`config.mk`:
```
export PLATFORM = sky130hd
export DESIGN_NAME = hazard_sequencer_flat
export DESIGN_NICKNAME = d
export VERILOG_FILES = /design/src/rtl/hazard_sequencer_pkg.sv /design/src/rtl/hazard_sequencer_if.sv /design/src/rtl/sat_counter.sv /design/src/rtl/hazard_sequencer.sv /design/src/flat_wrapper.sv
export SDC_FILE = /design/constraint.sdc
export NUM_CORES = 1
export LEC_CHECK = 0
export CORE_UTILIZATION = 43
export DETAILED_ROUTE_END_ITERATION = 16
export HOLD_SLACK_MARGIN = 0.15
export PLACE_DENSITY_LB_ADDON = 0.3
export SYNTH_ARGS = -nofsm -noshare
export SYNTH_HDL_FRONTEND = slang
export SYNTH_SLANG_ARGS = --single-unit
```
`constraint.sdc`:
```
create_clock -name Clk -period 2.8 [get_ports Clk]
set_input_delay 0.7 -clock Clk [delete_from_list [all_inputs] [get_ports Clk]]
set_output_delay 0.7 -clock Clk [all_outputs]
set_load 0.1 [all_outputs]
```
`src/rtl/hazard_sequencer_pkg.sv`:
```
// Shared types and constants for the pipeline hazard sequencer.
package hazard_sequencer_pkg;

  typedef enum logic {
    RUN     = 1'b0,
    MD_WAIT = 1'b1
  } md_state_e;

  localparam logic [4:0] REG_ZERO = 5'd0;
  localparam int unsigned MD_LATENCY_DEFAULT = 4;

  // True when x is a non-zero register actually read by the ID instruction.
  function automatic logic src_match(input logic [4:0] x,
                                     input logic [4:0] rs, input logic uses_rs,
                                     input logic [4:0] rt, input logic uses_rt);
    return (x != REG_ZERO) && ((uses_rs && (x == rs)) || (uses_rt && (x == rt)));
  endfunction

endpackage

```
`src/rtl/hazard_sequencer_if.sv`:
```
// Pipeline-side hazard inputs and fetch/decode control outputs.
interface hazard_sequencer_if;
  logic [4:0] ID_Rs;
  logic [4:0] ID_Rt;
  logic       ID_UsesRs;
  logic       ID_UsesRt;
  logic       ID_Branch;
  logic       ID_BranchTaken;
  logic       ID_MDStart;
  logic       ID_UsesHiLo;
  logic       IDEX_MemRead;
  logic       IDEX_RegWrite;
  logic [4:0] IDEX_Dest;
  logic       EXMEM_MemRead;
  logic [4:0] EXMEM_Dest;
  logic       PCWrite;
  logic       IFIDWrite;
  logic       IF_Flush;
  logic       IDEX_Bubble;
  logic       MD_Busy;

  modport master (
    output ID_Rs, ID_Rt, ID_UsesRs, ID_UsesRt, ID_Branch, ID_BranchTaken, ID_MDStart,
           ID_UsesHiLo, IDEX_MemRead, IDEX_RegWrite, IDEX_Dest, EXMEM_MemRead, EXMEM_Dest,
    input  PCWrite, IFIDWrite, IF_Flush, IDEX_Bubble, MD_Busy
  );

  modport slave (
    input  ID_Rs, ID_Rt, ID_UsesRs, ID_UsesRt, ID_Branch, ID_BranchTaken, ID_MDStart,
           ID_UsesHiLo, IDEX_MemRead, IDEX_RegWrite, IDEX_Dest, EXMEM_MemRead, EXMEM_Dest,
    output PCWrite, IFIDWrite, IF_Flush, IDEX_Bubble, MD_Busy
  );
endinterface

```
`src/rtl/sat_counter.sv`:
```
// Saturating up-counter with asynchronous active-low clear.
module sat_counter #(
  parameter int unsigned W = 32
) (
  input  logic         Clk,
  input  logic         Reset_n,
  input  logic         inc,
  output logic [W-1:0] count
);

  logic [W-1:0] count_q;

  always_ff @(posedge Clk or negedge Reset_n) begin
    if (!Reset_n) begin
      count_q <= '0;
    end else if (inc && (count_q != '1)) begin
      count_q <= count_q + W'(1);
    end
  end

  assign count = count_q;

endmodule

```
`src/rtl/hazard_sequencer.sv`:
```
// Hazard controller: load-use, branch-operand and HI/LO stalls, branch flush, perf counters.
module hazard_sequencer
  import hazard_sequencer_pkg::*;
#(
  parameter int unsigned MD_LATENCY = MD_LATENCY_DEFAULT,
  parameter int unsigned CNT_W      = 32
) (
  input  logic               Clk,
  input  logic               Reset_n,
  hazard_sequencer_if.slave  hz,
  output logic [CNT_W-1:0]   StallCycles,
  output logic [CNT_W-1:0]   FlushCount
);

  localparam int unsigned MdCntW = $clog2(MD_LATENCY + 1);
  localparam logic [MdCntW-1:0] MdLoad = MdCntW'(MD_LATENCY);

  md_state_e         state_q, state_d;
  logic [MdCntW-1:0] md_cnt_q, md_cnt_d;

  logic load_use, br_alu, br_load, hilo, stall;
  logic pc_write, ifid_write, if_flush, idex_bubble;

  always_comb begin
    load_use = hz.IDEX_MemRead &&
               src_match(hz.IDEX_Dest, hz.ID_Rs, hz.ID_UsesRs, hz.ID_Rt, hz.ID_UsesRt);
    br_alu   = hz.ID_Branch && hz.IDEX_RegWrite &&
               src_match(hz.IDEX_Dest, hz.ID_Rs, hz.ID_UsesRs, hz.ID_Rt, hz.ID_UsesRt);
    br_load  = hz.ID_Branch && hz.EXMEM_MemRead &&
               src_match(hz.EXMEM_Dest, hz.ID_Rs, hz.ID_UsesRs, hz.ID_Rt, hz.ID_UsesRt);
    hilo     = (state_q == MD_WAIT) && hz.ID_UsesHiLo;
    stall    = load_use || br_alu || br_load || hilo;
  end

  // Stall wins over flush: the branch has not resolved while it is held in ID.
  always_comb begin
    pc_write    = 1'b1;
    ifid_write  = 1'b1;
    if_flush    = 1'b0;
    idex_bubble = 1'b0;
    if (!Reset_n) begin
      pc_write    = 1'b0;
      ifid_write  = 1'b0;
      idex_bubble = 1'b1;
    end else if (stall) begin
      pc_write    = 1'b0;
      ifid_write  = 1'b0;
      idex_bubble = 1'b1;
    end else if (hz.ID_BranchTaken) begin
      if_flush = 1'b1;
    end
  end

  always_comb begin
    state_d  = state_q;
    md_cnt_d = md_cnt_q;
    case (state_q)
      RUN: begin
        if (hz.ID_MDStart && !stall) begin
          state_d  = MD_WAIT;
          md_cnt_d = MdLoad;
        end
      end
      MD_WAIT: begin
        if (md_cnt_q <= MdCntW'(1)) begin
          state_d  = RUN;
          md_cnt_d = '0;
        end else begin
          md_cnt_d = md_cnt_q - MdCntW'(1);
        end
      end
    endcase
  end

  always_ff @(posedge Clk or negedge Reset_n) begin
    if (!Reset_n) begin
      state_q  <= RUN;
      md_cnt_q <= '0;
    end else begin
      state_q  <= state_d;
      md_cnt_q <= md_cnt_d;
    end
  end

  assign hz.PCWrite     = pc_write;
  assign hz.IFIDWrite   = ifid_write;
  assign hz.IF_Flush    = if_flush;
  assign hz.IDEX_Bubble = idex_bubble;
  assign hz.MD_Busy     = Reset_n && (state_q == MD_WAIT);

  sat_counter #(
    .W (CNT_W)
  ) u_stall_cnt (
    .Clk     (Clk),
    .Reset_n (Reset_n),
    .inc     (stall && Reset_n),
    .count   (StallCycles)
  );

  sat_counter #(
    .W (CNT_W)
  ) u_flush_cnt (
    .Clk     (Clk),
    .Reset_n (Reset_n),
    .inc     (if_flush),
    .count   (FlushCount)
  );

endmodule
```
`src/flat_wrapper.sv`:
```
// flat-port wrapper written by rule: the top's interface ports become plain ports
module hazard_sequencer_flat import hazard_sequencer_pkg::*;
#(
  parameter int unsigned MD_LATENCY = MD_LATENCY_DEFAULT,
  parameter int unsigned CNT_W      = 32
)
  (Clk, Reset_n, StallCycles, FlushCount, hz_ID_Rs, hz_ID_Rt, hz_ID_UsesRs, hz_ID_UsesRt, hz_ID_Branch, hz_ID_BranchTaken, hz_ID_MDStart, hz_ID_UsesHiLo, hz_IDEX_MemRead, hz_IDEX_RegWrite, hz_IDEX_Dest, hz_EXMEM_MemRead, hz_EXMEM_Dest, hz_PCWrite, hz_IFIDWrite, hz_IF_Flush, hz_IDEX_Bubble, hz_MD_Busy);
  hazard_sequencer_if hz_i ();
  input  logic Clk;
  input  logic Reset_n;
  output logic [CNT_W-1:0] StallCycles;
  output logic [CNT_W-1:0] FlushCount;
  input wire logic [$bits(hz_i.ID_Rs)-1:0] hz_ID_Rs;
  input wire logic [$bits(hz_i.ID_Rt)-1:0] hz_ID_Rt;
  input wire logic [$bits(hz_i.ID_UsesRs)-1:0] hz_ID_UsesRs;
  input wire logic [$bits(hz_i.ID_UsesRt)-1:0] hz_ID_UsesRt;
  input wire logic [$bits(hz_i.ID_Branch)-1:0] hz_ID_Branch;
  input wire logic [$bits(hz_i.ID_BranchTaken)-1:0] hz_ID_BranchTaken;
  input wire logic [$bits(hz_i.ID_MDStart)-1:0] hz_ID_MDStart;
  input wire logic [$bits(hz_i.ID_UsesHiLo)-1:0] hz_ID_UsesHiLo;
  input wire logic [$bits(hz_i.IDEX_MemRead)-1:0] hz_IDEX_MemRead;
  input wire logic [$bits(hz_i.IDEX_RegWrite)-1:0] hz_IDEX_RegWrite;
  input wire logic [$bits(hz_i.IDEX_Dest)-1:0] hz_IDEX_Dest;
  input wire logic [$bits(hz_i.EXMEM_MemRead)-1:0] hz_EXMEM_MemRead;
  input wire logic [$bits(hz_i.EXMEM_Dest)-1:0] hz_EXMEM_Dest;
  output wire logic [$bits(hz_i.PCWrite)-1:0] hz_PCWrite;
  output wire logic [$bits(hz_i.IFIDWrite)-1:0] hz_IFIDWrite;
  output wire logic [$bits(hz_i.IF_Flush)-1:0] hz_IF_Flush;
  output wire logic [$bits(hz_i.IDEX_Bubble)-1:0] hz_IDEX_Bubble;
  output wire logic [$bits(hz_i.MD_Busy)-1:0] hz_MD_Busy;
  assign hz_i.ID_Rs = hz_ID_Rs;
  assign hz_i.ID_Rt = hz_ID_Rt;
  assign hz_i.ID_UsesRs = hz_ID_UsesRs;
  assign hz_i.ID_UsesRt = hz_ID_UsesRt;
  assign hz_i.ID_Branch = hz_ID_Branch;
  assign hz_i.ID_BranchTaken = hz_ID_BranchTaken;
  assign hz_i.ID_MDStart = hz_ID_MDStart;
  assign hz_i.ID_UsesHiLo = hz_ID_UsesHiLo;
  assign hz_i.IDEX_MemRead = hz_IDEX_MemRead;
  assign hz_i.IDEX_RegWrite = hz_IDEX_RegWrite;
  assign hz_i.IDEX_Dest = hz_IDEX_Dest;
  assign hz_i.EXMEM_MemRead = hz_EXMEM_MemRead;
  assign hz_i.EXMEM_Dest = hz_EXMEM_Dest;
  assign hz_PCWrite = hz_i.PCWrite;
  assign hz_IFIDWrite = hz_i.IFIDWrite;
  assign hz_IF_Flush = hz_i.IF_Flush;
  assign hz_IDEX_Bubble = hz_i.IDEX_Bubble;
  assign hz_MD_Busy = hz_i.MD_Busy;
  hazard_sequencer #(.MD_LATENCY(MD_LATENCY), .CNT_W(CNT_W)) u_core (.Clk(Clk), .Reset_n(Reset_n), .hz(hz_i), .StallCycles(StallCycles), .FlushCount(FlushCount));
endmodule
```
# After elaboration in Yosys (flattened, before gate mapping)
# Cells that the tools add are included.
# W data, S select, Z words.
classes:
  magnitude_cmp: 1
  add_sub_neg: 3
  reduce_logical: 25
  eq_ne: 7
  muxes: 13
  n_bitwise: 1
ops:
  columns: ["operator", "n"]
  rows:
  - ["$add A32 B1 Y32 const B", 2]
  - ["$ne A32 B32 Y1 const B", 2]
  - ["$eq A5 B5 Y1", 4]
  - ["$logic_and A1 B1 Y1", 17]
  - ["$reduce_bool A5 Y1", 2]
  - ["$mux W1", 9]
  - ["$mux W3", 2]
  - ["$pmux W3 S2", 1]
  - ["$logic_or A1 B1 Y1", 5]
  - ["$le A3 B1 Y1 const B", 1]
  - ["$sub A3 B1 Y3 const B", 1]
  - ["$ne A2 B1 Y1 const B", 1]
  - ["$pmux W1 S2", 1]
  - ["$logic_not A1 Y1", 1]
  - ["$not A1 Y1", 1]
totals:
  ff_bits: 68
  output_inout_bits: 69

# Depth between registers and ports, before layout
# Gate-level depths: netlist (run 1).
logic_depth:
  word_depth: 12
  depth_mapped: 10
  mapped_depth_nobuf: 8

# Cells and area by module
# From an unflattened synthesis (run 1), not the netlist that was laid out.
unflattened:
  cells_unflattened: 368
  hier_area_um2: 3788.6
by_module_without_submodules:
  columns: ["mod", "area_per_inst_um2", "instances", "cells_each", "seq_area_each_um2"]
  rows:
  - ["sat_counter", 1624.1, 2, 151, 800.8]
  - ["hazard_sequencer", 540.5, 1, 66, 100.1]

# Least setup slack after synthesis (run 1)
# OpenSTA, ideal clock, no wires.
synth_timing:
  kind: "input to output"
  startpoint: "input port hz_EXMEM_Dest[1]"
  endpoint: "output port hz_IDEX_Bubble"
  setup_slack_ns: -1.264
  n_path_buf: 1
  cell_stages: 6
  t_arrival_ns: 3.364
  cell_sequence: "or3_1 > o311a_1 > a222oi_1 > buf_4 > and2_1 > inv_1"
synth_via:
  elab_chain_cells: 9
synth_lines:
  columns: ["item", "line", "text"]
  rows:
  - ["start: declaration", "flat_wrapper.sv:25", "input wire logic [$bits(hz_i.EXMEM_Dest)-1:0] hz_EXMEM_Dest;"]
  - ["$eq A5 B5 Y1", "hazard_sequencer_pkg.sv:16", "return (x != REG_ZERO) && ((uses_rs && (x == rs)) || (uses_rt && (x == rt)));"]
  - ["$logic_and A1 B1 Y1", "hazard_sequencer_pkg.sv:16", null]
  - ["$logic_or A1 B1 Y1", "hazard_sequencer_pkg.sv:16", null]
  - ["$logic_and A1 B1 Y1 (*)", "hazard_sequencer_pkg.sv:16", null]
  - ["$logic_and A1 B1 Y1 (*)", "hazard_sequencer.sv:29", "br_load = hz.ID_Branch && hz.EXMEM_MemRead &&"]
  - ["$logic_or A1 B1 Y1 (*) (2 in series)", "hazard_sequencer.sv:32", "stall = load_use || br_alu || br_load || hilo;"]
  - ["$mux W1 (*)", "hazard_sequencer.sv:45", "end else if (stall) begin"]
  - ["$mux W1 (*)", "hazard_sequencer.sv:41", "if (!Reset_n) begin"]
  - ["end: declaration", "flat_wrapper.sv:29", "output wire logic [$bits(hz_i.IDEX_Bubble)-1:0] hz_IDEX_Bubble;"]
# Mark *: on every way between the ends. The rest lies on a longest branch, timed or not.

# Final worst setup path (run 1)
layout_timing:
  startpoint: "input port hz_EXMEM_Dest[3]"
  endpoint: "output port hz_IFIDWrite"
layout_via:
  elab_chain_cells: 9
layout_lines:
  columns: ["item", "line", "text"]
  rows:
  - ["$eq A5 B5 Y1", "hazard_sequencer_pkg.sv:16", null]
  - ["$logic_and A1 B1 Y1", "hazard_sequencer_pkg.sv:16", null]
  - ["$logic_or A1 B1 Y1", "hazard_sequencer_pkg.sv:16", null]
  - ["$logic_and A1 B1 Y1 (*)", "hazard_sequencer_pkg.sv:16", null]
  - ["$logic_and A1 B1 Y1 (*)", "hazard_sequencer.sv:29", null]
  - ["$logic_or A1 B1 Y1 (*) (2 in series)", "hazard_sequencer.sv:32", null]
  - ["$mux W1 (*)", "hazard_sequencer.sv:45", null]
  - ["$mux W1 (*)", "hazard_sequencer.sv:41", null]
  - ["end: declaration", "flat_wrapper.sv:27", "output wire logic [$bits(hz_i.IFIDWrite)-1:0] hz_IFIDWrite;"]
# Marked as above.

==> impl_metrics.sql, run 1 <==
INSERT INTO impl_metrics (metric_group, metric, value, unit) VALUES
('grt', 'grt_max_degree', '32', ''),
('logic_synthesis', 'mappedNetlistArea', '3550', 'µm²'),
('floorplanning', 'die_wd', '92.8', 'µm'),
('routing', 'detailedRoute.firstPassIterationCount', '4', ''),
('power_and_ir_drop', 'switching_power', '0.00135', 'W'),
('floorplanning', 'die_h', '92.8', 'µm'),
('final_layout', 'net_count_of_the_finished_layout', '495', ''),
('logic_synthesis', 'ys_dominant_reg_cell', 'sky130_fd_sc_hd__dfrtp_1', ''),
('routing', 'route.antenna.remaining_nets', '0', ''),
('power_and_ir_drop', 'intPower', '0.00189', 'W'),
('final_layout', 'area_growth', '37.8', '%'),
('logic_synthesis', 'part_of_the_yosys_area_used_for_sequential_elements', '0.480', ''),
('logic_synthesis', 'synth.yosys.warnings', '0', ''),
('place', 'gp_routability_congestion', '0.954', ''),
('critical_path', 'timing.critical_path.fanout_max', '3', ''),
('final_layout', 'num_antenna_cells', '0', ''),
('critical_path', 'reg2reg_slack', '0.40', 'ns'),
('timing', 'skew', '0.00789', 'ns'),
('timing', 'min_period', '3.02', 'ns'),
('clocking', 'numClockSinks', '68', ''),
('critical_path', 'r2r.worst_path.cells', '9', ''),
('clocking', 'tritoncts', 'done', ''),
('final_layout', 'layout.cells.most_common_list', 'sky130_fd_sc_hd__buf_4 (81), sky130_fd_sc_hd__xnor2_1 (61), sky130_fd_sc_hd__dfrtp_1 (48), sky130_fd_sc_hd__nand2_1 (30), sky130_fd_sc_hd__nand3_1 (28)', ''),
('grt', 'number_of_global_route_vias_before_repair', '2964', ''),
('floorplanning', 'die_area', '8620', 'µm²'),
('place', 'detailedPlacementHpwl', '6240', 'µm'),
('power_and_ir_drop', 'cellLeakagePower', '2.30', 'nW'),
('status', 'status', 'finished, violations left', ''),
('clocking', 'clkTransAtPathRegs', '0.07', 'ns'),
('place', 'place_inst', '548', ''),
('critical_path', 'critPathCaptureType', 'output pin', ''),
('min_path', 'worstHoldPathType', 'in2async', ''),
('clocking', 'cts_buffer_depth', '2', ''),
('power_and_ir_drop', 'sequentialPowerShare', '0.373', ''),
('timing', 'grt_setup_unrepaired', 'true', ''),
('routing', 'route.detailed.drc', '0', ''),
('logic_synthesis', 'ys_async_sr_fraction', '1.00', ''),
('logic_synthesis', 'synth.ff_latch_count', '68', ''),
('grt', 'grt.total_usage', '0.209', ''),
('critical_path', 'worst-endpoint-arrival', '2.32', 'ns'),
('routing', 'dr_total_vias', '2967', ''),
('status', 'violations_in_the_final_reports', 'setup timing', ''),
('critical_path', 'worstReg2RegStart', 'u_core.u_flush_cnt.count[0]', ''),
('clocking', 'cts-buffers-inserted', '9', ''),
('timing', 'timing.slew.headroom', '0.652', ''),
('timing', 'drv_slew', '0', ''),
('critical_path', 'path_class', 'in2out', ''),
('timing', 'fin_setup_tns', '-0.809', 'ns'),
('timing', 'tightest_slew', '0.517', 'ns'),
('timing', 'timing.final.crit_share', '1.08', ''),
('logic_synthesis', 'synth_area_per_cell', '10.4', 'µm²'),
('power_and_ir_drop', 'switching_share', '0.417', ''),
('logic_synthesis', 'synth-edff-count', '0', ''),
('routing', 'wl_per_cell', '14.7', 'µm'),
('logic_synthesis', 'synth_cell_types', '38', ''),
('place', 'numPortBuffers', '99', ''),
('floorplanning', 'initial_core_util', '0.452', ''),
('logic_synthesis', 'number_of_nets_in_the_synthesized_netlist', '375', ''),
('logic_synthesis', 'synth_cells', '340', ''),
('final_layout', 'mostFrequentLayoutCell', 'sky130_fd_sc_hd__buf_4', ''),
('timing', 'final.setup.worst_slack', '-0.222', 'ns'),
('routing', 'viasPerCell', '5.23', ''),
('timing', 'max_freq', '331', 'MHz'),
('power_and_ir_drop', 'peakVddDrop', '0.774', 'mV'),
('power_and_ir_drop', 'power.density', '663', 'nW/µm²'),
('timing', 'setup_viol', '4', ''),
('floorplanning', 'placement_rows', '32', ''),
('clocking', 'clock-root-buffer', 'sky130_fd_sc_hd__clkbuf_8', ''),
('final_layout', 'drive_gt1_frac', '0.305', ''),
('routing', 'routed_wl', '8360', 'µm'),
('grt', 'grt_first_pass_wirelength', '13900', 'µm');
-- area by class of cell --
type | count | area, µm²
Fill cell | 677 | 2960
Sequential cell | 68 | 1730
Clock buffer | 14 | 153
Tap cell | 102 | 128
Multi-Input combinational cell | 257 | 1780
Inverter | 6 | 26.3
Timing Repair Buffer | 118 | 1040
Clock inverter | 2 | 35.0
-- metrics by stage --
stage	hold slack (ns)	setup slack, ns	cell area (µm²)	total power, W
floorplan	0.404	-0.606	3590	0.00211
global placement	0.464	-0.619	4680	0.00245
detailed placement	0.474	-0.658	4680	0.00248
CTS	0.190	-0.314	4850	0.00326
global route	0.189	-0.267	4890	0.00341
finish	0.205	-0.222	4890	0.00324
-- registers in the layout, summed over array words and instances, names as in the netlist --
register / cells
u_core.state_q: 1
u_core.u_stall_cnt.count: 32
u_core.u_flush_cnt.count: 32
u_core.md_cnt_q: 3
-- critical path: stages --
cell	delay, ns
sky130_fd_sc_hd__buf_6	0.09
sky130_fd_sc_hd__or3_4	0.36
sky130_fd_sc_hd__o311a_1	0.29
sky130_fd_sc_hd__a222oi_1	0.24
sky130_fd_sc_hd__buf_4	0.19
sky130_fd_sc_hd__and2_4	0.17
sky130_fd_sc_hd__buf_12	0.11
sky130_fd_sc_hd__buf_12	0.16
-- logic make-up (layout without fill, tap and decap cells) --
group | after synthesis | in the layout | synth area share
AOI/OAI and AO/OA | 14 | 14 | 0.0233
xor gates and xnor gates | 81 | 81 | 0.200
adders and majority gates | 4 | 4 | 0.0141
buffers and inverters | 15 | 140 | 0.0236
DFF | 68 | 68 | 0.480
muxes | 1 | 1 | 0.00317
and+or+nand+nor | 157 | 157 | 0.256
-- worst max-delay path by stage --
stage	startpoint	end	cells after the start
4_1_cts	hz_EXMEM_Dest[1]	hz_IDEX_Bubble	8
6_report	hz_EXMEM_Dest[3]	hz_IFIDWrite	8
3_5_place_dp	hz_EXMEM_Dest[1]	hz_IDEX_Bubble	8
5_1_grt	hz_EXMEM_Dest[3]	hz_IDEX_Bubble	8
2_1_floorplan	hz_EXMEM_Dest[1]	hz_IDEX_Bubble	6
3_3_place_gp	hz_EXMEM_Dest[1]	hz_IDEX_Bubble	8
-- cell usage after synthesis, types with 4 or more instances --
cell type,count,share of area
sky130_fd_sc_hd__dfrtp_1,68,0.48
sky130_fd_sc_hd__xnor2_1,61,0.15
sky130_fd_sc_hd__nand2_1,30,0.032
sky130_fd_sc_hd__nand3_1,28,0.039
sky130_fd_sc_hd__nand4_1,24,0.042
sky130_fd_sc_hd__xor2_1,20,0.049
sky130_fd_sc_hd__and3_1,17,0.030
sky130_fd_sc_hd__nor2_1,16,0.017
sky130_fd_sc_hd__and4_1,7,0.017
sky130_fd_sc_hd__inv_1,6,0.0063
sky130_fd_sc_hd__nor2_2,6,0.011
sky130_fd_sc_hd__nor3_1,6,0.0085
sky130_fd_sc_hd__a21oi_1,5,0.0071
sky130_fd_sc_hd__and2_1,5,0.0088
sky130_fd_sc_hd__o21ai_0,5,0.0071
sky130_fd_sc_hd__buf_2,4,0.0056
sky130_fd_sc_hd__ha_1,4,0.014
sky130_fd_sc_hd__nor4_1,4,0.0071
-- power by group through the flow --
stage,Combinational (W),Sequential (W),Clock (W)
2_1_floorplan,0.000387,0.00172,0
3_3_place_gp,0.00123,0.00123,0
3_5_place_dp,0.00124,0.00123,0
4_1_cts,0.00124,0.00121,0.000809
5_1_grt,0.00132,0.00123,0.000860
6_report,0.00125,0.00121,0.000785
-- layer usage --
metal,routed length [µm],vias up,share of wire,global-route usage
met5,0,-,0,0
met4,174,0,0.021,0.0833
met3,502,18,0.060,0.0575
met2,3830,88,0.46,0.319
met1,3860,1435,0.46,0.279
li1,-,1426,-,-
-- repair_timing --
action,in CTS,in global routing
pin swaps,3,3
hold buffers,0,0
setup buffers,1,2
gates cloned,0,0
resized for setup,31,4
endpoints found under the setup margin,37,7
No activity file was read; power rests on OpenSTA's default activity.
==> inputs of run 2 (changes only) <==
- CORE_UTILIZATION: 43 -> 35
==> run 2 against run 1 <==
The run still ends with setup timing left. Count of clock-buffer cells in the layout stayed put. Routed wire length up 2.7%. Cell count increased by 5.6%. Global-route usage down 3.8 points. Setup slack worse by 0.16 ns. Sequential share of layout area is 0.24 points lower. Highest routed layer unchanged.
==> impl_metrics.sql, run 2 (synthesis results as in run 1) <==
INSERT INTO impl_metrics (metric_group, metric, value, unit) VALUES
('routing', 'route.detailed.drc', '0', ''),
('timing', 'timing.slew.headroom', '0.655', ''),
('grt', 'met2_usage', '0.267', ''),
('status', 'violations_in_the_final_reports', 'setup timing', ''),
('critical_path', 'path_class', 'in2out', ''),
('clocking', 'worstSkewPairLatency', '0.34', 'ns'),
('floorplanning', 'core', '9820', 'µm²'),
('critical_path', 'crit_path_top_delay_cell', 'sky130_fd_sc_hd__or3_1', ''),
('power_and_ir_drop', 'switching_share', '0.427', ''),
('timing', 'grt_setup_unrepaired', 'true', ''),
('clocking', 'holdBufCountCts', '0', ''),
('grt', 'antenna_found_initial', '0', ''),
('critical_path', 'r2r.worst_path.cells', '9', ''),
('critical_path', 'worst-endpoint-required', '2.10', 'ns'),
('power_and_ir_drop', 'power_frac_comb', '0.395', ''),
('min_path', 'worstHoldPathType', 'in2async', ''),
('critical_path', 'critPathCaptureType', 'output pin', ''),
('critical_path', 'worst-endpoint-arrival', '2.48', 'ns'),
('critical_path', 'cp_num_cells', '8', ''),
('power_and_ir_drop', 'power.density', '649', 'nW/µm²'),
('place', 'detailedPlacementHpwl', '6330', 'µm'),
('power_and_ir_drop', 'clkPwrFrac', '0.226', ''),
('power_and_ir_drop', 'sequentialPowerShare', '0.380', ''),
('final_layout', 'area_taken_by_multi_input_logic_gates', '1780', 'µm²'),
('power_and_ir_drop', 'switching_power', '0.00137', 'W'),
('clocking', 'tritoncts', 'done', ''),
('routing', 'detailedRoute.firstPassIterationCount', '4', ''),
('critical_path', 'crit_family', 'compound AO/OA/AOI/OAI gates', ''),
('final_layout', 'net_count_of_the_finished_layout', '496', ''),
('critical_path', 'crit_path_buffers_inverters', '4', ''),
('timing', 'timing.final.crit_share', '1.14', ''),
('power_and_ir_drop', 'peakVddDrop', '0.487', 'mV'),
('timing', 'drv_slew', '0', ''),
('grt', 'grt.busiest_layer', 'met2', ''),
('floorplanning', 'initial_core_util', '0.361', ''),
('power_and_ir_drop', 'cellLeakagePower', '2.31', 'nW'),
('timing', 'fin_setup_tns', '-1.45', 'ns'),
('grt', 'gr-usage-met3', '0.0305', ''),
('grt', 'global_route.overflow_total', '0', ''),
('final_layout', 'mostFrequentLayoutCell', 'sky130_fd_sc_hd__buf_4', ''),
('floorplanning', 'placement_rows', '36', ''),
('clocking', 'cts-buffers-inserted', '9', ''),
('timing', 'final.setup.worst_slack', '-0.379', 'ns'),
('routing', 'wl_per_cell', '14.3', 'µm'),
('critical_path', 'critPathMaxStageDelay', '0.37', 'ns'),
('place', 'numPortBuffers', '99', ''),
('grt', 'grt_use_met1', '0.224', ''),
('status', 'status', 'finished, violations left', ''),
('routing', 'viasPerCell', '4.86', ''),
('final_layout', 'n_fill_cell', '958', ''),
('final_layout', 'drive_gt1_frac', '0.311', ''),
('routing', 'routed_wl', '8590', 'µm'),
('power_and_ir_drop', 'fin_total_pwr', '0.00319', 'W'),
('timing', 'setup_viol', '4', ''),
('routing', 'route.antenna.remaining_nets', '0', ''),
('clocking', 'cts_buffer_depth', '2', ''),
('clocking', 'clkTransAtPathRegs', '0.07', 'ns'),
('grt', 'grt_max_degree', '39', ''),
('grt', 'grt.total_usage', '0.170', ''),
('critical_path', 'worst_setup_path_start_kind', 'primary input', ''),
('timing', 'max_freq', '315', 'MHz'),
('clocking', 'htree_num_levels', '3', ''),
('floorplanning', 'io_pins', '100', ''),
('timing', 'tightest_slew', '0.513', 'ns'),
('floorplanning', 'die_area', '10500', 'µm²'),
('floorplanning', 'die_h', '103', 'µm'),
('power_and_ir_drop', 'intPower', '0.00183', 'W'),
('final_layout', 'register_area', '1730', 'µm²'),
('final_layout', 'layout.cells.most_common_list', 'sky130_fd_sc_hd__buf_4 (82), sky130_fd_sc_hd__xnor2_1 (60), sky130_fd_sc_hd__dfrtp_1 (48), sky130_fd_sc_hd__nand2_1 (30), sky130_fd_sc_hd__nand3_1 (28)', ''),
('grt', 'number_of_global_route_vias_before_repair', '2857', ''),
('routing', 'dr_total_vias', '2909', ''),
('timing', 'min_period', '3.18', 'ns'),
('timing', 'number_of_hold_slack_violations_in_the_final_timing_report', '0', ''),
('critical_path', 'timing.critical_path.fanout_max', '4', ''),
('place', 'gp_routability_congestion', '0.808', ''),
('clocking', 'numClockSinks', '68', ''),
('timing', 'skew', '0.0112', 'ns'),
('clocking', 'clock-root-buffer', 'sky130_fd_sc_hd__clkbuf_8', ''),
('routing', 'drt_iter0_markers', '64', ''),
('flow_run', 'timing.max_cap.violations', '0', ''),
('grt', 'grt_first_pass_wirelength', '13700', 'µm'),
('final_layout', 'area_growth', '38.8', '%'),
('critical_path', 'crit_path_cell_trace', 'buf_6 > or3_1 > o311a_1 > a222oi_1 > buf_4 > and2_4 > buf_12 > buf_12', ''),
('floorplanning', 'die_wd', '103', 'µm'),
('critical_path', 'critical-path-top-cell-by-count', 'sky130_fd_sc_hd__buf_12', ''),
('final_layout', 'num_antenna_cells', '0', '');
## run 2: cell count changes in the layout (fill, tap and decap cells not counted), sizes merged
cell          previous run  this run
dlymetal6s2s             1         2
buf                     92        93
clkinv                   1         2
dlygate4sd2             16        15
bufinv                   1         0
## run 2: worst paths after layout
path	start	endpoint	slack [ns]
max reg2reg	u_core.u_flush_cnt.count[0]	u_core.u_flush_cnt.count[8]	0.36
max	hz_EXMEM_Dest[3]	hz_PCWrite	-0.38
min	Reset_n	u_core.u_stall_cnt.count[21]	0.25
min in group Clk	u_core.u_flush_cnt.count[7]	u_core.u_flush_cnt.count[7]	0.48
max in group asynchronous	Reset_n	u_core.u_flush_cnt.count[1]	1.57
min reg2reg	u_core.u_flush_cnt.count[7]	u_core.u_flush_cnt.count[7]	0.48
## run 2: layout make-up
type / instances / area share
multi-input cells: 257 / 0.361
flip-flops and latches: 68 / 0.352
clock inverters: 2 / 0.00203
well taps: 133 / 0.0338
clock buffers: 14 / 0.0330
inverters: 6 / 0.00534
repair buffers: 119 / 0.213
## run 2: per-stage QoR
step                      utilization  area (µm²)  hold slack [ns]  instances  setup WS (ns)
final                           0.502        4920            0.249        599         -0.379
after global routing            0.502        4920            0.247        599         -0.426
after CTS                       0.499        4900            0.237        598         -0.411
after detailed placement        0.482        4730            0.470        581         -0.721
after global placement          0.482        4730            0.463        581         -0.721
after floorplan                     -        3590            0.404        340         -0.606
## run 2: timing repair
action | 4_1_cts | 5_1_grt
gates resized for setup | 31 | 3
buffers inserted | 1 | 1
pin swaps | 3 | 2
endpoints found under the setup margin | 38 | 12
## run 2: power by group through the flow
stage	clock network (W)	registers [W]	logic [W]
3_3_place_gp	0	0.00123	0.00124
6_report	0.000721	0.00121	0.00126
4_1_cts	0.000747	0.00121	0.00126
5_1_grt	0.000791	0.00123	0.00133
2_1_floorplan	0	0.00172	0.000387
3_5_place_dp	0	0.00123	0.00126
## run 2: layer usage
metal | share of wire | vias up
met5 | 0 | -
met4 | 0.025 | 0
met3 | 0.049 | 14
met2 | 0.47 | 72
met1 | 0.46 | 1401
li1 | - | 1422
==> inputs of run 3 (changes only) <==
- ABC_CLOCK_PERIOD_IN_PS: unset -> 2800
- REMOVE_ABC_BUFFERS: unset -> 1
==> run 3 against run 2 <==
The run still ends with setup timing left. Fmax up 2.6%. Global-route usage up 0.62 points. Highest routed layer unchanged. First-iteration DRC count up 48%. Cell count up 1.0%. Sequential cell count unchanged. Routed wire length up 4.3%. Critical path depth up 2. Sequential share of layout area down 0.57 points. Final area down 0.13%. Total power down 0.89%. Clock power down 5.7%. Combinational power about the same.
==> impl_metrics.sql, run 3 (synthesis results as in run 1) <==
INSERT INTO impl_metrics (metric_group, metric, value, unit) VALUES
('status', 'status', 'finished, violations left', ''),
('status', 'violations_in_the_final_reports', 'setup timing', ''),
('power_and_ir_drop', 'cellLeakagePower', '2.35', 'nW'),
('power_and_ir_drop', 'power.density', '644', 'nW/µm²'),
('critical_path', 'r2r.worst_path.cells', '9', ''),
('timing', 'grt_setup_unrepaired', 'true', ''),
('grt', 'antenna_found_initial', '0', ''),
('critical_path', 'critPathCaptureType', 'output pin', ''),
('clocking', 'worstSkewPairLatency', '0.35', 'ns'),
('final_layout', 'area_growth', '38.6', '%'),
('floorplanning', 'die_wd', '103', 'µm'),
('routing', 'viasPerCell', '4.96', ''),
('final_layout', 'finish.cell_count_without_fillers', '605', ''),
('critical_path', 'worstSetupEndpoint', 'hz_PCWrite', ''),
('critical_path', 'worst-endpoint-arrival', '2.40', 'ns'),
('clocking', 'cts_buffer_depth', '2', ''),
('timing', 'min_period', '3.10', 'ns'),
('floorplanning', 'placement_rows', '36', ''),
('grt', 'grt_first_pass_wirelength', '14100', 'µm'),
('routing', 'wl_met2', '4110', 'µm'),
('final_layout', 'layout.cells.most_common_list', 'sky130_fd_sc_hd__buf_4 (88), sky130_fd_sc_hd__dfrtp_1 (68), sky130_fd_sc_hd__xnor2_1 (61), sky130_fd_sc_hd__nand2_1 (30), sky130_fd_sc_hd__nand3_1 (28)', ''),
('place', 'place_inst', '587', ''),
('timing', 'tightest_slew', '0.581', 'ns'),
('critical_path', 'reg2reg_slack', '0.42', 'ns'),
('clocking', 'cts-buffers-inserted', '9', ''),
('flow_run', 'timing.max_cap.violations', '0', ''),
('routing', 'route.detailed.drc', '0', ''),
('critical_path', 'worst-endpoint-required', '2.10', 'ns'),
('grt', 'number_of_global_route_vias_before_repair', '2863', ''),
('critical_path', 'critical_path.startpoint', 'hz_IDEX_Dest[0]', ''),
('grt', 'global_route.overflow_total', '0', ''),
('floorplanning', 'die_area', '10500', 'µm²'),
('routing', 'drt_iter0_markers', '95', ''),
('final_layout', 'n_fill_cell', '969', ''),
('routing', 'route.antenna.remaining_nets', '0', ''),
('routing', 'met1_length', '4060', 'µm'),
('place', 'gp_routability_congestion', '0.752', ''),
('routing', 'routed_wl', '8960', 'µm'),
('floorplanning', 'io_pins', '100', ''),
('place', 'numPortBuffers', '99', ''),
('clocking', 'htree_num_levels', '3', ''),
('timing', 'skew', '0.00839', 'ns'),
('grt', 'grt_max_degree', '44', ''),
('clocking', 'tritoncts', 'done', ''),
('place', 'detailedPlacementHpwl', '6520', 'µm'),
('power_and_ir_drop', 'peakVddDrop', '0.664', 'mV'),
('clocking', 'clkTransAtPathRegs', '0.06', 'ns'),
('routing', 'dr_total_vias', '3003', ''),
('critical_path', 'path_class', 'in2out', ''),
('routing', 'wl_per_cell', '14.8', 'µm'),
('final_layout', 'net_count_of_the_finished_layout', '503', ''),
('timing', 'final.setup.worst_slack', '-0.297', 'ns'),
('final_layout', 'mostFrequentLayoutCell', 'sky130_fd_sc_hd__buf_4', ''),
('grt', 'grt.total_usage', '0.176', ''),
('clocking', 'clock-root-buffer', 'sky130_fd_sc_hd__clkbuf_8', ''),
('min_path', 'worstHoldPathType', 'in2async', ''),
('final_layout', 'drive_gt1_frac', '0.275', ''),
('floorplanning', 'initial_core_util', '0.361', ''),
('critical_path', 'worst_setup_path_start_kind', 'primary input', ''),
('floorplanning', 'die_h', '103', 'µm'),
('clocking', 'numClockSinks', '68', ''),
('routing', 'detailedRoute.firstPassIterationCount', '5', ''),
('routing', 'detailroute.wirelength.met3', '636', 'µm'),
('critical_path', 'timing.critical_path.fanout_max', '3', ''),
('floorplanning', 'core', '9820', 'µm²'),
('timing', 'timing.slew.headroom', '0.613', ''),
('final_layout', 'num_antenna_cells', '0', ''),
('critical_path', 'worstReg2RegStart', 'u_core.u_flush_cnt.count[0]', ''),
('timing', 'drv_slew', '0', ''),
('critical_path', 'r2r_end', 'u_core.u_flush_cnt.count[8]', ''),
('timing', 'setup_viol', '4', ''),
('timing', 'timing.final.crit_share', '1.11', ''),
('routing', 'routed.top_layer', 'met4', ''),
('timing', 'max_freq', '323', 'MHz'),
('timing', 'number_of_hold_slack_violations_in_the_final_timing_report', '0', ''),
('timing', 'whs', '0.190', 'ns');
-- run 3: cell count changes in the layout (fill, tap and decap cells not counted), moves of 2 or more --
| cell | before | now |
|---|---|---|
| sky130_fd_sc_hd__dfrtp_1 | 48 | 68 |
| sky130_fd_sc_hd__dfrtp_2 | 18 | 0 |
| sky130_fd_sc_hd__buf_4 | 82 | 88 |
| sky130_fd_sc_hd__clkbuf_8 | 11 | 9 |
| sky130_fd_sc_hd__dfrtp_4 | 2 | 0 |
| sky130_fd_sc_hd__dlymetal6s2s_1 | 2 | 0 |
-- run 3: report_power, final --
group / total (W) / internal, W / switching (W)
clock: 0.000680 / 0.000313 / 0.000367
sequential: 0.00121 / 0.00108 / 0.000129
combinational: 0.00128 / 0.000373 / 0.000902
-- run 3: how the worst min path moves through the flow --
stage                            startpoint                           end  slack [ns]  cells past startpoint
2_1_floorplan                       Reset_n            u_core.md_cnt_q[0]        0.40                      0
3_3_place_gp   u_core.u_flush_cnt.count[30]  u_core.u_flush_cnt.count[30]        0.48                      1
3_5_place_dp   u_core.u_flush_cnt.count[10]  u_core.u_flush_cnt.count[10]        0.48                      1
4_1_cts                             Reset_n  u_core.u_stall_cnt.count[15]        0.17                      1
5_1_grt                             Reset_n  u_core.u_stall_cnt.count[15]        0.18                      1
6_report                            Reset_n  u_core.u_stall_cnt.count[15]        0.19                      1
-- run 3: stage by stage --
step	setup TNS [ns]	utilization	power [W]	setup slack, ns	area [µm²]
after floorplan	-25.72	-	0.00207	-2.68	3490
after CTS	-1.16	0.497	0.00318	-0.301	4880
after detailed placement	-35.77	0.481	0.00248	-0.745	4720
after global placement	-34.55	0.481	0.00247	-0.711	4720
final	-1.14	0.501	0.00317	-0.297	4920
after global routing	-1.30	0.501	0.00331	-0.331	4920
-- run 3: cell type report --
type / instances / area (µm²) / area share
Inverter: 6 / 22.5 / 0.00458
Sequential cell: 68 / 1700 / 0.346
Tap cell: 133 / 166 / 0.0338
Multi-Input combinational cell: 257 / 1780 / 0.363
Clock inverter: 3 / 15.0 / 0.00305
Clock buffer: 12 / 135 / 0.0275
Timing Repair Buffer: 126 / 1090 / 0.223
-- run 3: repair_timing --
item / CTS / global route
hold buffers: 0 / 0
setup endpoints to repair: 59 / 43
gates resized for setup: 36 / 5
buffers inserted: 2 / 1
pin swaps: 3 / 4
-- run 3: worst max-delay path, stage by stage --
cell	delay (ns)
sky130_fd_sc_hd__dlygate4sd2_1	0.26
sky130_fd_sc_hd__buf_4	0.15
sky130_fd_sc_hd__xnor2_1	0.12
sky130_fd_sc_hd__nand2_1	0.08
sky130_fd_sc_hd__o22ai_1	0.08
sky130_fd_sc_hd__a222oi_1	0.41
sky130_fd_sc_hd__buf_4	0.19
sky130_fd_sc_hd__and2_4	0.15
sky130_fd_sc_hd__buf_6	0.10
sky130_fd_sc_hd__buf_12	0.16
-- run 3: routing by layer --
layer | global-route usage | vias to the layer above
met1 | 0.229 | 1461
met4 | 0.0769 | 0
met5 | 0 | -
li1 | - | 1434
met3 | 0.0488 | 12
met2 | 0.274 | 96
==> edit 1 (flow settings as in run 3) <==
`CNT_W` is set to 32 in 2 places; all go to 28.
--- a/src/rtl/hazard_sequencer.sv
+++ b/src/rtl/hazard_sequencer.sv
@@ -3,7 +3,7 @@
   import hazard_sequencer_pkg::*;
 #(
   parameter int unsigned MD_LATENCY = MD_LATENCY_DEFAULT,
-  parameter int unsigned CNT_W      = 32
+  parameter int unsigned CNT_W      = 28
 ) (
   input  logic               Clk,
   input  logic               Reset_n,
--- a/src/flat_wrapper.sv
+++ b/src/flat_wrapper.sv
@@ -2,7 +2,7 @@
 module hazard_sequencer_flat import hazard_sequencer_pkg::*;
 #(
   parameter int unsigned MD_LATENCY = MD_LATENCY_DEFAULT,
-  parameter int unsigned CNT_W      = 32
+  parameter int unsigned CNT_W      = 28
 )
   (Clk, Reset_n, StallCycles, FlushCount, hz_ID_Rs, hz_ID_Rt, hz_ID_UsesRs, hz_ID_UsesRt, hz_ID_Branch, hz_ID_BranchTaken, hz_ID_MDStart, hz_ID_UsesHiLo, hz_IDEX_MemRead, hz_IDEX_RegWrite, hz_IDEX_Dest, hz_EXMEM_MemRead, hz_EXMEM_Dest, hz_PCWrite, hz_IFIDWrite, hz_IF_Flush, hz_IDEX_Bubble, hz_MD_Busy);
   hazard_sequencer_if hz_i ();
Ports: changed (resized FlushCount and StallCycles); port bits go from 100 to 92. No check against the original RTL was run, so the function may have changed too.
==> edit 1 against run 3 <==
- the flow still finishes with violations (setup timing)
- area after synthesis down 7.8%
- first-iteration DRC count up 49%
- final area down 4.9%
- global-route usage down 0.81 points
- final cell count down 9.8%
- sequential cell count down 8
- maximum frequency up 6.3%
- clock power down 3.2%
- power down 2.4%
- critical path depth down 2
- routed wire length down 13%
- count of clock-buffer cells in the layout up 2
- setup slack better by 0.18 ns
- largest power group unchanged
==> edit 1: results (changes against run 3) <==
Run status
  – Run status: finished with violations
  – Failing checks: setup timing

Synthesis
  – Avg Cell Area, Syn: 10.6 µm² (+1.1%)
  – Post-synthesis mux area share: 0.0138 (+0.0106)
  – Adder-Cell Fraction of Synth Area: 0.0153 (+0.00120)
  – Top post-synthesis cells by area: dfrtp_1 (46%), xnor2_1 (14%), xor2_1 (5.4%)
  – Sequential fraction of the synthesis area: 0.459 (-0.0205)
  – Netlist cell types: 42 (+11%)
  – Synth cell count leaders: dfrtp_1 (60), xnor2_1 (52), nand2_1 (27)

Finish
  – Share of layout cells above drive strength 1: 0.333 (+0.0579)
  – Fillers: 800 (-17%)
  – Nets: 468 (-7.0%)

Place
  – Pre-CTS setup slack: -0.580 ns (+0.165 ns)
  – RD Place Congestion: 0.786 (+4.5%)
  – Dpl cells: 523 (-11%)
  – I/O Buffers: 91 (-8.1%)
  – DP Wirelength: 5750 µm (-12%)

Detailed routing
  – Wire per inst: 14.3 µm (-3.2%)
  – DRT iter0 DRCs: 142 (+49%)
  – Metal3 WL: 324 µm (-49%)
  – Via/cell ratio: 5.01 (+0.84%)
  – First-pass detailed-route iteration total: 4 (-1)
  – Met1 wire length: 3800 µm (-6.4%)
  – Routed WL: 7830 µm (-13%)

Global routing
  – Vias in the first global route: 2,699 (-5.7%)
  – Tot GR Track Use: 0.168 (-0.00810)
  – Pin count of the biggest net entering global routing: 38 (-14%)
  – First-pass GRT wire length: 13,000 µm (-7.8%)

STA
  – Setup ws final: -0.113 ns (+0.184 ns)
  – Layout Skew: 0.00888 ns (+0.000487 ns)
  – Setup violations, final: 4 (unchanged)
  – Worst slew pin tran: 0.618 ns (+0.0366 ns)
  – Setup TNS: -0.412 ns (+0.731 ns)

Worst setup path
  – Slowest cell on the critical path: or4_4
  – R2R Path Start: u_core.u_flush_cnt.count[2]
  – Crit path arrival time: 2.21 ns (-0.19 ns)
  – Crit path from: hz_EXMEM_Dest[2]
  – Max incr delay on CP: 0.54 ns (+0.13 ns)

Pwr
  – Static leakage: 2.16 nW (-7.9%)
  – Peak VDD IR: 653 µV (-1.5%)

Clocking
  – Clock latency on the worst-skew pair: 0.33 ns (-0.02 ns)
==> edit 1: cell types whose count changed in the layout (fill, tap and decap cells not counted), sizes merged, moves of 4 or more <==
cell         change
nand4            -5
dfrtp            -8
clkbuf           +8
buf              -4
and4             +4
xnor2            -9
dlygate4sd2      -9
nand3            -4
==> edit 1: final cells by class <==
cell class / count / area [µm²] / share of cell area
clock buffer: 14 / 153 / 0.0326
sequential: 60 / 1500 / 0.321
inverter: 4 / 15.0 / 0.00321
clock inverter: 2 / 10.0 / 0.00214
tap: 108 / 135 / 0.0289
timing repair buffer: 121 / 1070 / 0.229
multi-input combinational: 237 / 1790 / 0.383
==> edit 1: logic make-up after synthesis <==
kind of cell,Yosys count
mux,4
xor+xnor,72
compound gates,16
buf+inv,13
simple gates,141
flops,60
fa+ha+maj,4
==> edit 1: metrics by stage <==
stage	hold WS, ns	utilization	cell area [µm²]
final	0.401	0.526	4680
after global routing	0.403	0.526	4680
after CTS	0.391	0.514	4570
after detailed placement	0.489	0.491	4370
after global placement	0.477	0.491	4370
after floorplan	0.404	-	3200
==> edit 1: worst paths after layout <==
kind | cells past startpoint | to | slack (ns)
min | 2 | u_core.u_flush_cnt.count[1] | 0.40
max reg2reg | 8 | u_core.u_flush_cnt.count[14] | 0.55
max | 8 | hz_IF_Flush | -0.11
max in group asynchronous | 2 | u_core.u_stall_cnt.count[18] | 1.90
min in group Clk | 1 | u_core.u_stall_cnt.count[15] | 0.49
min reg2reg | 1 | u_core.u_stall_cnt.count[15] | 0.49
==> edit 1: layer usage <==
| layer | global-route usage | vias up |
|---|---|---|
| met3 | 0.0369 | 8 |
| met4 | 0.0643 | 0 |
| met2 | 0.262 | 65 |
| met1 | 0.229 | 1324 |
| met5 | 0 | - |
| li1 | - | 1336 |
==> edit 1: critical path, delay by kind of cell <==
kind                   cells  cell delay [ns]
and+or+nand+nor            2             0.71
buffers and inverters      4             0.52
AOI/OAI and AO/OA          2             0.28
==> edit 1: power breakdown <==
group | switching (W) | internal (W) | total [W]
Sequential | 0.000130 | 0.000971 | 0.00110
Combinational | 0.000932 | 0.000399 | 0.00133
Clock | 0.000314 | 0.000344 | 0.000658
==> edit 1: repair_timing <==
item                                    CTS  global route
pin swaps                                 9            15
resized for setup                        52            27
endpoints found under the setup margin   15             4
setup buffers                             2             5
==> edit 2 (config.mk and constraints of run 3) <==
Without the edit above. Register the output `FlushCount`, with the module's reset; this adds one clock of latency there. The other outputs are not delayed to match.
--- a/src/rtl/hazard_sequencer.sv
+++ b/src/rtl/hazard_sequencer.sv
@@ -14,6 +14,8 @@
 
   localparam int unsigned MdCntW = $clog2(MD_LATENCY + 1);
   localparam logic [MdCntW-1:0] MdLoad = MdCntW'(MD_LATENCY);
+
+  logic [CNT_W-1:0] FlushCount_d;
 
   md_state_e         state_q, state_d;
   logic [MdCntW-1:0] md_cnt_q, md_cnt_d;
@@ -103,7 +105,15 @@
     .Clk     (Clk),
     .Reset_n (Reset_n),
     .inc     (if_flush),
-    .count   (FlushCount)
+    .count   (FlushCount_d)
   );
 
+  always_ff @(posedge Clk or negedge Reset_n) begin
+    if (!Reset_n) begin
+      FlushCount <= '0;
+    end else begin
+      FlushCount <= FlushCount_d;
+    end
+  end
+
 endmodule
Check against the original RTL: not equivalent (a bounded check fails within 4 cycles, from zero or initial values and one cycle with Reset_n low).
==> edit 2 against run 3 <==
- area after synthesis is 24% higher
- power is 36% higher
- setup slack better by 0.17 ns
- count of clock-buffer cells in the layout is 3 lower
- combinational power is 6% higher
- final area is 23% higher
- routed wire length is 9.0% higher
- critical path type unchanged
- clock power is 76% higher
- sequential cell count is 32 higher
- the flow still finishes with violations (setup timing)
==> edit 2: results (changes against run 3) <==
Run status
  – Run status: finished with violations
  – Failing checks: setup timing

Detailed routing
  – DRT iter0 DRCs: 155 (+63%)
  – Via/cell ratio: 4.83 (-2.7%)
  – First-pass detailed-route iteration total: 4 (-1)
  – Met2 WL: 4990 µm (+22%)
  – Metal3 WL: 492 µm (-23%)
  – Wire per inst: 14.0 µm (-5.4%)

Place
  – Pre-CTS setup slack: -0.554 ns (+0.191 ns)
  – RD Place Congestion: 0.830 (+10%)
  – Post-DP Area: 5710 µm² (+21%)

Pwr
  – Static leakage: 2.86 nW (+22%)
  – Peak VDD IR: 318 µV (-52%)

Worst setup path
  – Crit path from: hz_EXMEM_Dest[3]
  – Crit path arrival time: 2.23 ns (-0.17 ns)
  – RR Endpoint: u_core.u_stall_cnt.count[5]
  – Cells on worst reg2reg path: 8 (-1)

STA
  – Layout Skew: 0.00825 ns (-0.000141 ns)
  – Setup violations, final: 4 (unchanged)
  – Setup ws final: -0.127 ns (+0.170 ns)

Global routing
  – Pin count of the biggest net entering global routing: 67 (+52%)
  – GRT met3 Usage: 0.0402 (-0.00858)

Synthesis
  – Netlist cell types: 44 (+16%)
  – Synth cell count leaders: dfrtp_1 (100), xnor2_1 (57), nand2_1 (33)
  – Top post-synthesis cells by area: dfrtp_1 (57%), xnor2_1 (11%), xor2_1 (4.6%)

Finish
  – Share of layout cells above drive strength 1: 0.278 (+0.00246)
  – Nets: 559 (+11%)

Clocking
  – Post-CTS sizing: 39 (+8.3%)
==> edit 2: cell types whose count changed after synthesis, sizes merged, moves of 4 or more <==
cell	delta
dfrtp	+32
xnor2	-4
and3	-5
nor2	+6
==> edit 2: stage by stage <==
step	power [W]	instances	util	setup TNS, ns	hold WS (ns)
2_1_floorplan	0.00266	376	-	-17.71	0.386
3_3_place_gp	0.00309	679	0.471	-8.85	0.408
3_5_place_dp	0.00312	679	0.471	-11.04	0.421
4_1_cts	0.00434	697	0.497	-0.554	0.170
5_1_grt	0.00450	697	0.500	-0.559	0.165
6_report	0.00430	697	0.500	-0.349	0.178
==> edit 2: where the power goes <==
group	internal (W)	leakage, nW	switching (W)
sequential	0.00159	1.34	0.000157
combinational	0.000397	1.37	0.000960
clock	0.000626	0.145	0.000569
==> edit 2: area by class of cell <==
class	count	area, µm²	share of cell area
Multi-Input combinational cell	270	1870	0.309
Timing Repair Buffer	137	1150	0.190
Sequential cell	100	2500	0.414
Clock inverter	7	67.6	0.0112
Clock buffer	9	225	0.0372
Inverter	6	25.0	0.00414
Tap cell	168	210	0.0347
==> edit 2: cells by family (layout without fill, tap and decap cells) <==
kind of cell / after synthesis / in the layout / share of synthesized area
AOI/OAI and AO/OA: 22 / 22 / 0.0401
buffers and inverters: 13 / 159 / 0.0159
DFF: 100 / 100 / 0.569
adders and majority gates: 4 / 4 / 0.0114
and+or+nand+nor: 161 / 161 / 0.197
xor gates and xnor gates: 80 / 80 / 0.159
muxes: 3 / 3 / 0.00768
==> edit 2: critical path: stages <==
cell	delay, ns
buf_6	0.09
or3_1	0.36
o311a_1	0.33
and2_4	0.18
buf_6	0.11
nor3_4	0.16
buf_6	0.13
buf_12	0.16
